### src/rtl/alu_issue_scheduler_pkg.sv
// Shared sizing and lane-binding types for the ALU issue scheduler.
package alu_sched_pkg;

  localparam int unsigned NUM_FU     = 3;
  localparam int unsigned RS_ENTRIES = 8;
  localparam int unsigned LAT_W      = 2;
  localparam int unsigned IDX_W      = $clog2(RS_ENTRIES);

  typedef logic [IDX_W-1:0] idx_t;
  typedef logic [LAT_W-1:0] lat_t;

  typedef struct packed {
    logic valid;
    idx_t idx;
  } lane_bind_t;

endpackage

### src/rtl/alu_issue_scheduler_if.sv
// RS-side request/grant and ALU-side issue signals of the issue scheduler.
interface alu_issue_scheduler_if;
  import alu_sched_pkg::*;

  logic [RS_ENTRIES-1:0]       rs_req;
  logic [RS_ENTRIES*LAT_W-1:0] rs_lat;
  logic [RS_ENTRIES-1:0]       rs_grant;
  logic [NUM_FU-1:0]           issue_valid;
  logic [NUM_FU*IDX_W-1:0]     issue_idx;
  logic [NUM_FU-1:0]           fu_busy;

  modport master (
    input  rs_req, rs_lat,
    output rs_grant, issue_valid, issue_idx, fu_busy
  );

  modport slave (
    output rs_req, rs_lat,
    input  rs_grant, issue_valid, issue_idx, fu_busy
  );

endinterface

### src/rtl/alu_issue_scheduler_rr_multi_picker.sv
// Round-robin multi-grant picker: the k-th requester found from rr_ptr binds to the k-th free lane.
module rr_multi_picker
  import alu_sched_pkg::*;
(
  input  logic [RS_ENTRIES-1:0] req,
  input  logic [NUM_FU-1:0]     free,
  input  idx_t                  rr_ptr,
  output lane_bind_t [NUM_FU-1:0] binds,
  output logic [RS_ENTRIES-1:0] grant,
  output idx_t                  next_ptr
);

  logic [NUM_FU-1:0] taken;
  idx_t              entry;
  logic              placed;

  always_comb begin
    binds    = '0;
    grant    = '0;
    next_ptr = rr_ptr;
    taken    = '0;
    entry    = '0;
    placed   = 1'b0;
    for (int unsigned o = 0; o < RS_ENTRIES; o++) begin
      // RS_ENTRIES is a power of two, so the index add wraps the scan naturally.
      entry  = rr_ptr + idx_t'(o);
      placed = 1'b0;
      if (req[entry]) begin
        for (int unsigned f = 0; f < NUM_FU; f++) begin
          if (!placed && free[f] && !taken[f]) begin
            binds[f].valid = 1'b1;
            binds[f].idx   = entry;
            taken[f]       = 1'b1;
            grant[entry]   = 1'b1;
            placed         = 1'b1;
            next_ptr       = entry + idx_t'(1);
          end
        end
      end
    end
  end

endmodule

### src/rtl/alu_issue_scheduler.sv
// Binds ready RS entries to free ALU lanes each cycle and tracks multi-cycle lane occupancy.
module alu_issue_scheduler
  import alu_sched_pkg::*;
(
  input  logic clk,
  input  logic rstn,
  input  logic flush,
  alu_issue_scheduler_if.master sched
);

  idx_t                    rr_ptr;
  idx_t                    next_ptr;
  lat_t                    busy_cnt [NUM_FU];
  lat_t                    busy_nxt [NUM_FU];
  lat_t                    lat_of   [RS_ENTRIES];
  logic [NUM_FU-1:0]       free;
  logic [RS_ENTRIES-1:0]   req_eff;
  logic [RS_ENTRIES-1:0]   grant;
  lane_bind_t [NUM_FU-1:0] binds;
  logic [NUM_FU-1:0]       issue_valid_q;
  logic [NUM_FU*IDX_W-1:0] issue_idx_q;
  logic [NUM_FU-1:0]       fu_busy_q;

  always_comb begin
    free = '0;
    for (int unsigned f = 0; f < NUM_FU; f++) begin
      free[f] = (busy_cnt[f] == '0);
    end
  end

  always_comb begin
    for (int unsigned e = 0; e < RS_ENTRIES; e++) begin
      lat_of[e] = sched.rs_lat[e*LAT_W +: LAT_W];
    end
  end

  // Masking requests rather than grants also keeps rr_ptr from advancing under reset/flush.
  assign req_eff = (rstn && !flush) ? sched.rs_req : '0;

  rr_multi_picker u_picker (
    .req      (req_eff),
    .free     (free),
    .rr_ptr   (rr_ptr),
    .binds    (binds),
    .grant    (grant),
    .next_ptr (next_ptr)
  );

  always_comb begin
    for (int unsigned f = 0; f < NUM_FU; f++) begin
      busy_nxt[f] = '0;
      if (binds[f].valid) begin
        busy_nxt[f] = lat_of[binds[f].idx];
      end else if (busy_cnt[f] != '0) begin
        busy_nxt[f] = busy_cnt[f] - lat_t'(1);
      end
    end
  end

  always_ff @(posedge clk) begin
    if (!rstn) begin
      rr_ptr        <= '0;
      issue_valid_q <= '0;
      issue_idx_q   <= '0;
      fu_busy_q     <= '0;
      for (int unsigned f = 0; f < NUM_FU; f++) begin
        busy_cnt[f] <= '0;
      end
    end else if (flush) begin
      rr_ptr        <= '0;
      issue_valid_q <= '0;
      fu_busy_q     <= '0;
      for (int unsigned f = 0; f < NUM_FU; f++) begin
        busy_cnt[f] <= '0;
      end
    end else begin
      rr_ptr <= next_ptr;
      for (int unsigned f = 0; f < NUM_FU; f++) begin
        busy_cnt[f]      <= busy_nxt[f];
        fu_busy_q[f]     <= (busy_nxt[f] != '0);
        issue_valid_q[f] <= binds[f].valid;
        if (binds[f].valid) begin
          issue_idx_q[f*IDX_W +: IDX_W] <= binds[f].idx;
        end
      end
    end
  end

  assign sched.rs_grant    = grant;
  assign sched.issue_valid = issue_valid_q;
  assign sched.issue_idx   = issue_idx_q;
  assign sched.fu_busy     = fu_busy_q;

endmodule

### src/flat_wrapper.sv
// flat-port wrapper written by rule: the top's interface ports become plain ports
module alu_issue_scheduler_flat import alu_sched_pkg::*;
  (clk, rstn, flush, sched_rs_req, sched_rs_lat, sched_rs_grant, sched_issue_valid, sched_issue_idx, sched_fu_busy);
  alu_issue_scheduler_if sched_i ();
  input  logic clk;
  input  logic rstn;
  input  logic flush;
  input wire logic [$bits(sched_i.rs_req)-1:0] sched_rs_req;
  input wire logic [$bits(sched_i.rs_lat)-1:0] sched_rs_lat;
  output wire logic [$bits(sched_i.rs_grant)-1:0] sched_rs_grant;
  output wire logic [$bits(sched_i.issue_valid)-1:0] sched_issue_valid;
  output wire logic [$bits(sched_i.issue_idx)-1:0] sched_issue_idx;
  output wire logic [$bits(sched_i.fu_busy)-1:0] sched_fu_busy;
  assign sched_i.rs_req = sched_rs_req;
  assign sched_i.rs_lat = sched_rs_lat;
  assign sched_rs_grant = sched_i.rs_grant;
  assign sched_issue_valid = sched_i.issue_valid;
  assign sched_issue_idx = sched_i.issue_idx;
  assign sched_fu_busy = sched_i.fu_busy;
  alu_issue_scheduler u_core (.clk(clk), .rstn(rstn), .flush(flush), .sched(sched_i));
endmodule
### config.mk
export PLATFORM = sky130hd
export DESIGN_NAME = alu_issue_scheduler_flat
export DESIGN_NICKNAME = d
export VERILOG_FILES = /design/src/rtl/alu_issue_scheduler_pkg.sv /design/src/rtl/alu_issue_scheduler_if.sv /design/src/rtl/alu_issue_scheduler_rr_multi_picker.sv /design/src/rtl/alu_issue_scheduler.sv /design/src/flat_wrapper.sv
export SDC_FILE = /design/constraint.sdc
export NUM_CORES = 1
export LEC_CHECK = 0
export CAP_MARGIN = 20
export CORE_UTILIZATION = 45
export DETAILED_ROUTE_END_ITERATION = 6
export GPL_ROUTABILITY_DRIVEN = 0
export PLACE_DENSITY = 0.7
export SKIP_CTS_REPAIR_TIMING = 1
export SYNTH_ARGS = -nofsm -noshare
export SYNTH_HDL_FRONTEND = slang
export SYNTH_SLANG_ARGS = --single-unit
### constraint.sdc
create_clock -name clk -period 11.3 [get_ports clk]
set_input_delay 2.825 -clock clk [delete_from_list [all_inputs] [get_ports clk]]
set_output_delay 2.825 -clock clk [all_outputs]
set_load 0.02 [all_outputs]
==> results of run 1 <==
-- registers in the layout, summed over array words and instances (netlist names) --
| name | cells |
|---|---|
| u_core.busy_cnt | 6 |
| u_core.sched.fu_busy | 3 |
| u_core.sched.issue_valid | 3 |
| u_core.rr_ptr | 3 |
| u_core.sched.issue_idx | 9 |
-- cell families (layout without fill, tap and decap cells) --
kind of cell,Yosys count,count (layout),share of synthesized area (%)
compound gates,220,220,36.9
simple gates,207,207,24.0
buf+inv,53,81,5.41
mux,50,50,15.5
flops,24,24,12.3
fa+ha+maj,15,15,3.93
xor+xnor,9,9,1.80
other cells,1,6,0.0854
-- cell usage after synthesis (all sizes together), types with 9 or more instances --
cell	number	area (sq um)
a31oi	11	68.8
and2	11	71.3
dfxtp	18	360
nor2	46	175
nand3	25	135
mux2	18	210
inv	13	48.8
mux2i	20	200
mux4	12	270
clkbuf	27	101
nor3	24	120
ha	9	113
o211ai	18	135
nand4	10	62.6
nand2	49	186
o21ai	43	226
a21oi	39	206
buf	12	83.8
-- metrics by stage --
stage          area (sq um)  hold WS (ns)  total power, uW  worst slack [ns]
2_1_floorplan          4410         0.533             1190              2.39
3_3_place_gp           4980         0.449             1540             0.824
3_5_place_dp           4980         0.445             1560             0.697
4_1_cts                5030         0.459             1620             0.656
5_1_grt                5030         0.496             1770             0.211
6_report               5030         0.459             1670             0.500
-- routing by layer --
metal	GRT usage [%]	up-vias	part of all wire, %
met5	0	-	0
met1	41.7	2462	40
met3	8.53	58	13
li1	-	2364	-
met2	49.9	356	44
met4	13.5	0	3.7
-- power breakdown --
group	internal, uW	leakage, uW	switching (uW)
logic	546	0.00151	917
clock network	24.3	0.0000231	26.2
registers	134	0.000210	18.8
total	705	0.00174	962
-- layout make-up --
cell class | count | area, sq um | area share [%]
Tap cell | 129 | 161 | 3.21
Multi-Input combinational cell | 507 | 3630 | 72.2
Clock inverter | 1 | 3.75 | 0.0747
Clock buffer | 3 | 41.3 | 0.822
Sequential cell | 24 | 541 | 10.8
Inverter | 14 | 52.6 | 1.05
Timing Repair Buffer | 63 | 596 | 11.8
-- worst max-delay path, delay by kind of cell --
kind	cells	cell delay [ns]
AO/OA/AOI/OAI	7	2.10
buffers and inverters	3	1.21
multiplexers	1	0.31
AND/OR/NAND/NOR	4	1.52
-- path summary, 6_finish.rpt --
check,start,to,slack [ns],depth (start not counted)
min,u_core.sched.issue_idx[2]$_SDFFE_PN0P_,u_core.sched.issue_idx[2]$_SDFFE_PN0P_,0.46,2
max,rstn,sched_rs_grant[2],0.50,15
max reg2reg,u_core.rr_ptr[1]$_SDFF_PP0_,u_core.busy_cnt[0][4]$_SDFFCE_PP0P_,4.64,17
min reg2reg,u_core.sched.issue_idx[2]$_SDFFE_PN0P_,u_core.sched.issue_idx[2]$_SDFFE_PN0P_,0.46,2
==> flow_metrics.tcl, run 1 <==
set metrics [dict create \
    maximum_number_of_pins_on_one_net_before_global_route_repair 37 \
    hold_viol 0 \
    antenna_found_initial 0 \
    post_drt_wl_per_cell_um 21.9 \
    final_util_pct 53.9 \
    worst_setup_path_end_kind "output port" \
    critical_path.max_stage_delay_ns 0.64 \
    ys.flop_type "sky130_fd_sc_hd__dfxtp_1" \
    dr_vias 5240 \
    ir_worst_vdd_v 0.000194 \
    post_synth_num_cell_types 89 \
    clock_latency_at_the_later_pin_of_the_worst_skew_pair_ns 0.27 \
    worstMarginPinSlew_ns 1.20 \
    static-leakage-power_uw 0.00174 \
    io_pins 50 \
    ctsLongestPathBuffers 2 \
    maxSlewHeadroom_pct 19.9 \
    finish.net_count 649 \
    antenna_cells_inserted 0 \
    pwr_density_cell_nw_per_um2 332 \
    synthesis.instances 579 \
    min_period_over_period_pct 95.6 \
    netlist_area_sq_um 4390 \
    synth-seq-cells 24 \
    synthesis.yosys.warnings 0 \
    outcome "complete, no violations" \
    dieWidth_um 101 \
    cts.reportedPaths.clkPinSlew_ns 0.07 \
    timing.critical_path.cells "clkdlybuf4s50_1, buf_4, or3b_4, o221ai_1, and2_1, nor2_2, a31oi_1, a21oi_4, o311ai_1, o21ai_0, and2_1, a311oi_1, a21oi_1, mux2_2, clkdlybuf4s50_1" \
    floorplan.initialDensity_pct 47.1 \
    initial_drc_count 817 \
    finalWorstPathRequiredPeriod_ns 10.80 \
    die_height_um 101 \
    core-area_sq_um 9330 \
    dp_hpwl_um 12000 \
    slew_violations 0 \
    drv.max_cap_violation_count 0 \
    path_max_fanout 16 \
    core.rowCount 35 \
    globalRoute.totalOverflow 0 \
    finalSetupViolations 0 \
    via_per_inst 7.07 \
    synth-edff-count 6 \
    cp.required_ns 8.48 \
    grt_pass1_wl_um 25400 \
    numPlacedInstances 737 \
    most_frequent_standard_cell_in_the_layout_excluding_fill_and_tap_cells "sky130_fd_sc_hd__clkdlybuf4s50_1" \
    first_global_vias 4874 \
    drt_first_pass_iters 6 \
    filler_cell_count 880 \
    critical_path.startpoint_type "input pin" \
    type_of_the_worst_min_delay_path "reg2reg" \
    final_cells 741 \
    layout_cells_sized_above_1_pct 12.4 \
    arrival_ns 7.97 \
    clock-root-buffer "sky130_fd_sc_hd__clkbuf_8" \
    drt.antenna.violating_nets 0 \
    ys_async_sr_fraction_pct 0 \
    layout.cells.most_common_list "sky130_fd_sc_hd__clkdlybuf4s50_1 (49), sky130_fd_sc_hd__nand2_1 (48), sky130_fd_sc_hd__nor2_1 (45), sky130_fd_sc_hd__o21ai_0 (41), sky130_fd_sc_hd__a21oi_1 (38)" \
    rsz0062_at_grt "false" \
    ctsHtreeMaxLevel 1 \
    finClkSkew_ns 0.00716 \
    grtUsageTotal_pct 32.0 \
    dieArea_sq_um 10200 \
    cts_sinks 24 \
    setup.worst_path.class "in2out" \
    cts_tree "built" \
    postRouteWirelength_um 16200 \
    setup_tns_ns 0 \
    max_freq_mhz 92.6 \
    total_drc_errors_in_the_routed_layout 0 \
    layout-area-overhead-vs-synth_pct 14.5 \
    proportion_of_synthesized_chip_area_in_sequential_cells_pct 12.3 \
    syn-mean-instance-area_sq_um 7.58 \
    tritoncts.num_buffers 3 \
    critical_path.slowest_cell "sky130_fd_sc_hd__and2_1" \
    port-buffer-count 49 \
]
(Power assumes the default switching activity.)
==> inputs of run 2 (changes only) <==
--- a/config.mk
+++ b/config.mk
@@ -8,6 +8,6 @@
 export CAP_MARGIN = 20
-export CORE_UTILIZATION = 45
+export CORE_UTILIZATION = 52
 export DETAILED_ROUTE_END_ITERATION = 6
 export GPL_ROUTABILITY_DRIVEN = 0
-export PLACE_DENSITY = 0.7
+export PLACE_DENSITY = 0.79
 export SKIP_CTS_REPAIR_TIMING = 1
--- a/constraint.sdc
+++ b/constraint.sdc
@@ -3,2 +3,2 @@
 set_output_delay 2.825 -clock clk [all_outputs]
-set_load 0.02 [all_outputs]
+set_load 0.005 [all_outputs]
==> flow_metrics.tcl, run 2 (synthesis results as in run 1) <==
set metrics [dict create \
    layout_cells_sized_above_1_pct 12.3 \
    finalHoldWorstSlack_ns 0.471 \
    finalSetupViolations 0 \
    cp.required_ns 8.48 \
    endpoint "sched_rs_grant[2]" \
    antenna_found_initial 0 \
    initial_drc_count 1056 \
    critical_path.startpoint_type "input pin" \
    largest_register_ffs 9 \
    numPlacedInstances 711 \
    finish.net_count 647 \
    final_cells 715 \
    port-buffer-count 49 \
    dr_vias 5374 \
    core-area_sq_um 8180 \
    ctsHtreeMaxLevel 1 \
    pwr_density_cell_nw_per_um2 331 \
    grt_pass1_wl_um 25300 \
    clock-root-buffer "sky130_fd_sc_hd__clkbuf_8" \
    max_freq_mhz 91.3 \
    static-leakage-power_uw 0.00174 \
    setup_tns_ns 0 \
    ir_worst_vdd_v 0.000225 \
    critical_path.max_stage_delay_ns 0.84 \
    drt_first_pass_iters 7 \
    globalRoute.totalOverflow 0 \
    dieArea_sq_um 8810 \
    finClkSkew_ns 0.00110 \
    drt.antenna.violating_nets 0 \
    setup.worst_path.class "in2out" \
    violations_in_the_final_reports "design-rule violations" \
    slew_violations 0 \
    grtUsageTotal_pct 36.9 \
    place_ws_ns 0.568 \
    hold_viol 0 \
    core.rowCount 33 \
    io_pins 50 \
    drv.max_cap_violation_count 0 \
    layout_setup_ws_ns 0.345 \
    r2r-start "u_core.rr_ptr[0]$_SDFFE_PP0P_" \
    timing.critical_path.cells "clkdlybuf4s50_1, or3b_4, o221ai_1, and2_1, nor2_2, a31oi_1, a21oi_4, o311ai_1, o21ai_0, and2_1, a311oi_1, a21oi_1, mux2_2, clkdlybuf4s50_1" \
    most_frequent_standard_cell_in_the_layout_excluding_fill_and_tap_cells "sky130_fd_sc_hd__clkdlybuf4s50_1" \
    grt_met3_usage_pct 10.5 \
    rsz0062_at_grt "false" \
    global_route.usage.met1_pct 46.5 \
    cts_tree "built" \
    layout.cells.most_common_list "sky130_fd_sc_hd__clkdlybuf4s50_1 (49), sky130_fd_sc_hd__nand2_1 (48), sky130_fd_sc_hd__nor2_1 (45), sky130_fd_sc_hd__o21ai_0 (41), sky130_fd_sc_hd__a21oi_1 (38)" \
    postRouteWirelength_um 16400 \
    clock_latency_at_the_later_pin_of_the_worst_skew_pair_ns 0.26 \
    post_dp_cell_area_sq_um 4940 \
    ctsLongestPathBuffers 2 \
    outcome "finished with violations" \
    total_drc_errors_in_the_routed_layout 6 \
    arrival_ns 8.13 \
    path_max_fanout 16 \
    tritoncts.num_buffers 3 \
    grt_util_met2_pct 57.1 \
    finalWorstPathRequiredPeriod_ns 10.95 \
    cts.reportedPaths.clkPinSlew_ns 0.08 \
    min_period_over_period_pct 96.9 \
    whs_path_depth 2 \
    post_drt_wl_per_cell_um 22.9 \
    timing.reg2reg.setup_slack_ns 4.50 \
    maximum_number_of_pins_on_one_net_before_global_route_repair 38 \
    via_per_inst 7.52 \
    worstMarginPinSlew_ns 1.05 \
    worst_setup_path_end_kind "output port" \
    first_global_vias 4917 \
    dieWidth_um 93.9 \
    reg2reg_depth 15 \
    fin_area_sq_um 5010 \
    layout-area-overhead-vs-synth_pct 14.0 \
    critical_path.slowest_cell "sky130_fd_sc_hd__clkdlybuf4s50_1" \
    die_height_um 93.9 \
    cts_sinks 24 \
    worst_hold_startpoint "u_core.sched.issue_idx[6]$_SDFFE_PN0P_" \
    crit_start "rstn" \
    dp_hpwl_um 11800 \
    type_of_the_worst_min_delay_path "reg2reg" \
    filler_cell_count 736 \
    floorplan.initialDensity_pct 53.7 \
    maxSlewHeadroom_pct 29.6 \
    grt-busiest-layer "met2" \
    antenna_cells_inserted 0 \
    reg_to_reg_critical_path_endpoint "u_core.busy_cnt[0][4]$_SDFFCE_PP0P_" \
]
run 2: cell types whose count changed in the layout (fill, tap and decap cells not counted):
cell                        delta
sky130_fd_sc_hd__bufinv_16     +1
sky130_fd_sc_hd__buf_4         -2
sky130_fd_sc_hd__clkinv_1      -1
run 2: worst min-delay path by stage:
stage / slack (ns) / to
floorplan: 0.45 / u_core.sched.issue_idx[1]$_SDFFE_PN0P_
global placement: 0.45 / u_core.sched.issue_idx[2]$_SDFFE_PN0P_
detailed placement: 0.46 / u_core.sched.issue_idx[1]$_SDFFE_PN0P_
CTS: 0.47 / u_core.sched.issue_idx[6]$_SDFFE_PN0P_
global route: 0.49 / u_core.sched.issue_idx[6]$_SDFFE_PN0P_
finish: 0.47 / u_core.sched.issue_idx[6]$_SDFFE_PN0P_
run 2: area by class of cell:
cell class              count  area (sq um)  share of cell area [%]
well taps                 105           131                    2.62
clock buffers               3          41.3                   0.825
inverters                  14          52.6                    1.05
repair buffers             61           581                    11.6
flip-flops and latches     24           541                    10.8
clock inverters             1          30.0                   0.600
multi-input cells         507          3630                    72.5
run 2: power by group:
| part | switching [uW] | total [uW] | internal (uW) |
|---|---|---|---|
| clock network | 27.3 | 74.7 | 47.3 |
| registers | 18.1 | 152 | 134 |
| logic | 884 | 1430 | 547 |
run 2: metal layers:
metal	part of all wire [%]	wire (um)	vias to the layer above
met5	0.17	28	-
met4	4.8	787	2
met3	14	2350	102
met2	44	7230	452
met1	37	6010	2451
li1	-	-	2367
run 2: through the flow:
stage	total power, uW	utilization (%)
2_1_floorplan	1140	-
3_3_place_gp	1480	60.4
3_5_place_dp	1510	60.4
4_1_cts	1590	61.2
5_1_grt	1750	61.2
6_report	1660	61.2
run 2: critical path: cells and delay by family:
| family | cells | cell delay, ns |
|---|---|---|
| AND/OR/NAND/NOR | 4 | 1.58 |
| AO/OA/AOI/OAI | 7 | 2.11 |
| buffers and inverters | 2 | 1.29 |
| multiplexers | 1 | 0.32 |
==> inputs of run 3 (changes only) <==
Settings changed: PLACE_DENSITY 0.79 to 0.81, TNS_END_PERCENT set to 30.
==> flow_metrics.tcl, run 3 (synthesis results as in run 1) <==
set metrics [dict create \
    port-buffer-count 49 \
    final_cells 714 \
    dieArea_sq_um 8810 \
    dieWidth_um 93.9 \
    hold_viol 0 \
    fin_area_sq_um 5000 \
    min_period_over_period_pct 96.1 \
    initial_drc_count 1121 \
    grtUsageTotal_pct 36.2 \
    fraction_of_power_consumed_by_combinational_cells_pct 85.3 \
    static-leakage-power_uw 0.00174 \
    cp.required_ns 8.48 \
    p_sw_uw 911 \
    slew_violations 0 \
    outcome "finished with violations" \
    power.switching_fraction_pct 55.9 \
    antenna_cells_inserted 0 \
    post_dp_cell_area_sq_um 4930 \
    power.clock.fraction_pct 4.7 \
    worstMarginPinSlew_ns 1.08 \
    arrival_ns 8.03 \
    total_drc_errors_in_the_routed_layout 18 \
    numPlacedInstances 710 \
    critical_path.startpoint_type "input pin" \
    internal_power_uw 718 \
    io_pins 50 \
    maxSlewHeadroom_pct 27.6 \
    die_height_um 93.9 \
    postRouteWirelength_um 16100 \
    max_freq_mhz 92.1 \
    grt_pass1_wl_um 25100 \
    finish.net_count 646 \
    setup_tns_ns 0 \
    globalRoute.totalOverflow 0 \
    pwr_density_cell_nw_per_um2 326 \
    type_of_the_worst_min_delay_path "reg2reg" \
    layout-area-overhead-vs-synth_pct 13.9 \
    largest_register_ffs 9 \
    antenna_found_initial 0 \
    ctsLongestPathBuffers 2 \
    finClkSkew_ns 0.00677 \
    worst_setup_path_end_kind "output port" \
    clock_latency_at_the_later_pin_of_the_worst_skew_pair_ns 0.27 \
    cts_tree "built" \
    drt.antenna.violating_nets 0 \
    share_seq_of_total_power_pct 10.0 \
    ir_worst_vdd_v 0.000250 \
    tritoncts.num_buffers 3 \
    most_frequent_standard_cell_in_the_layout_excluding_fill_and_tap_cells "sky130_fd_sc_hd__clkdlybuf4s50_1" \
    violations_in_the_final_reports "design-rule violations" \
    cts_sinks 24 \
    finalSetupViolations 0 \
    drt_first_pass_iters 7 \
    post_drt_wl_per_cell_um 22.6 \
    maximum_number_of_pins_on_one_net_before_global_route_repair 38 \
    first_global_vias 4987 \
    drv.max_cap_violation_count 0 \
    rsz0062_at_grt "false" \
    layout_cells_sized_above_1_pct 12.2 \
    floorplan.initialDensity_pct 53.7 \
    dp_hpwl_um 11900 \
    core-area_sq_um 8180 \
    layout.cells.most_common_list "sky130_fd_sc_hd__clkdlybuf4s50_1 (49), sky130_fd_sc_hd__nand2_1 (48), sky130_fd_sc_hd__nor2_1 (45), sky130_fd_sc_hd__o21ai_0 (41), sky130_fd_sc_hd__a21oi_1 (38)" \
    ctsHtreeMaxLevel 1 \
    path_max_fanout 16 \
    clock-root-buffer "sky130_fd_sc_hd__clkbuf_8" \
    core.rowCount 33 \
    setup.worst_path.class "in2out" \
    dr_vias 5412 \
    finalWorstPathRequiredPeriod_ns 10.86 \
    via_per_inst 7.58 \
    cts.reportedPaths.clkPinSlew_ns 0.09 \
]
[run 3: changes by cell type in the layout (fill, tap and decap cells not counted), sizes merged]
cell  change
buf       -1
[run 3: path summary, 6_finish.rpt]
check	from	end	slack, ns	cells past startpoint
setup / recovery	rstn	sched_rs_grant[7]	0.44	13
hold / removal	u_core.sched.issue_idx[1]$_SDFFE_PN0P_	u_core.sched.issue_idx[1]$_SDFFE_PN0P_	0.47	2
setup reg to reg	u_core.rr_ptr[0]$_SDFFE_PP0P_	u_core.busy_cnt[0][5]$_SDFFCE_PP0P_	4.63	15
hold reg to reg	u_core.sched.issue_idx[1]$_SDFFE_PN0P_	u_core.sched.issue_idx[1]$_SDFFE_PN0P_	0.47	2
[run 3: metrics by stage]
stage	setup WS [ns]	total power, uW	hold WS (ns)	utilization (%)
after floorplan	2.59	1140	0.450	-
after global placement	0.735	1460	0.450	60.3
after detailed placement	0.626	1490	0.454	60.3
after CTS	0.600	1570	0.467	61.2
after global routing	0.00215	1720	0.486	61.2
final	0.442	1630	0.465	61.2
[run 3: final cells by class]
type,count,area [sq um]
tap,105,131
sequential,24,541
fill,735,3180
clock inverter,1,30.0
multi-input combinational,507,3630
clock buffer,3,41.3
timing repair buffer,60,573
inverter,14,52.6
[run 3: critical path, stage by stage]
cell                              delay [ns]
sky130_fd_sc_hd__clkdlybuf4s50_1        0.83
sky130_fd_sc_hd__or3b_4                 0.48
sky130_fd_sc_hd__o221ai_1               0.42
sky130_fd_sc_hd__and2_1                 0.64
sky130_fd_sc_hd__maj3_1                 0.48
sky130_fd_sc_hd__o221ai_1               0.20
sky130_fd_sc_hd__o2111ai_1              0.31
sky130_fd_sc_hd__a31oi_1                0.22
sky130_fd_sc_hd__buf_4                  0.23
sky130_fd_sc_hd__a222oi_1               0.42
sky130_fd_sc_hd__nand2_1                0.14
sky130_fd_sc_hd__a221o_1                0.37
sky130_fd_sc_hd__clkdlybuf4s50_1        0.45
[run 3: metal layers]
| metal | up-vias | track usage [%] | wire, um | part of all wire [%] |
|---|---|---|---|---|
| met5 | - | 0 | 0 | 0 |
| met4 | 0 | 21.3 | 1120 | 7.0 |
| met3 | 121 | 8.58 | 1930 | 12 |
| met2 | 459 | 55.8 | 6970 | 43 |
| met1 | 2481 | 45.6 | 6090 | 38 |
| li1 | 2351 | - | - | - |
[run 3: power by group through the flow]
stage               Combinational [uW]  Sequential [uW]  Clock (uW)
global route                      1470              168        79.4
floorplan                          980              157           0
global placement                  1300              162           0
finish                            1390              164        75.8
detailed placement                1320              165           0
CTS                               1330              163        77.2
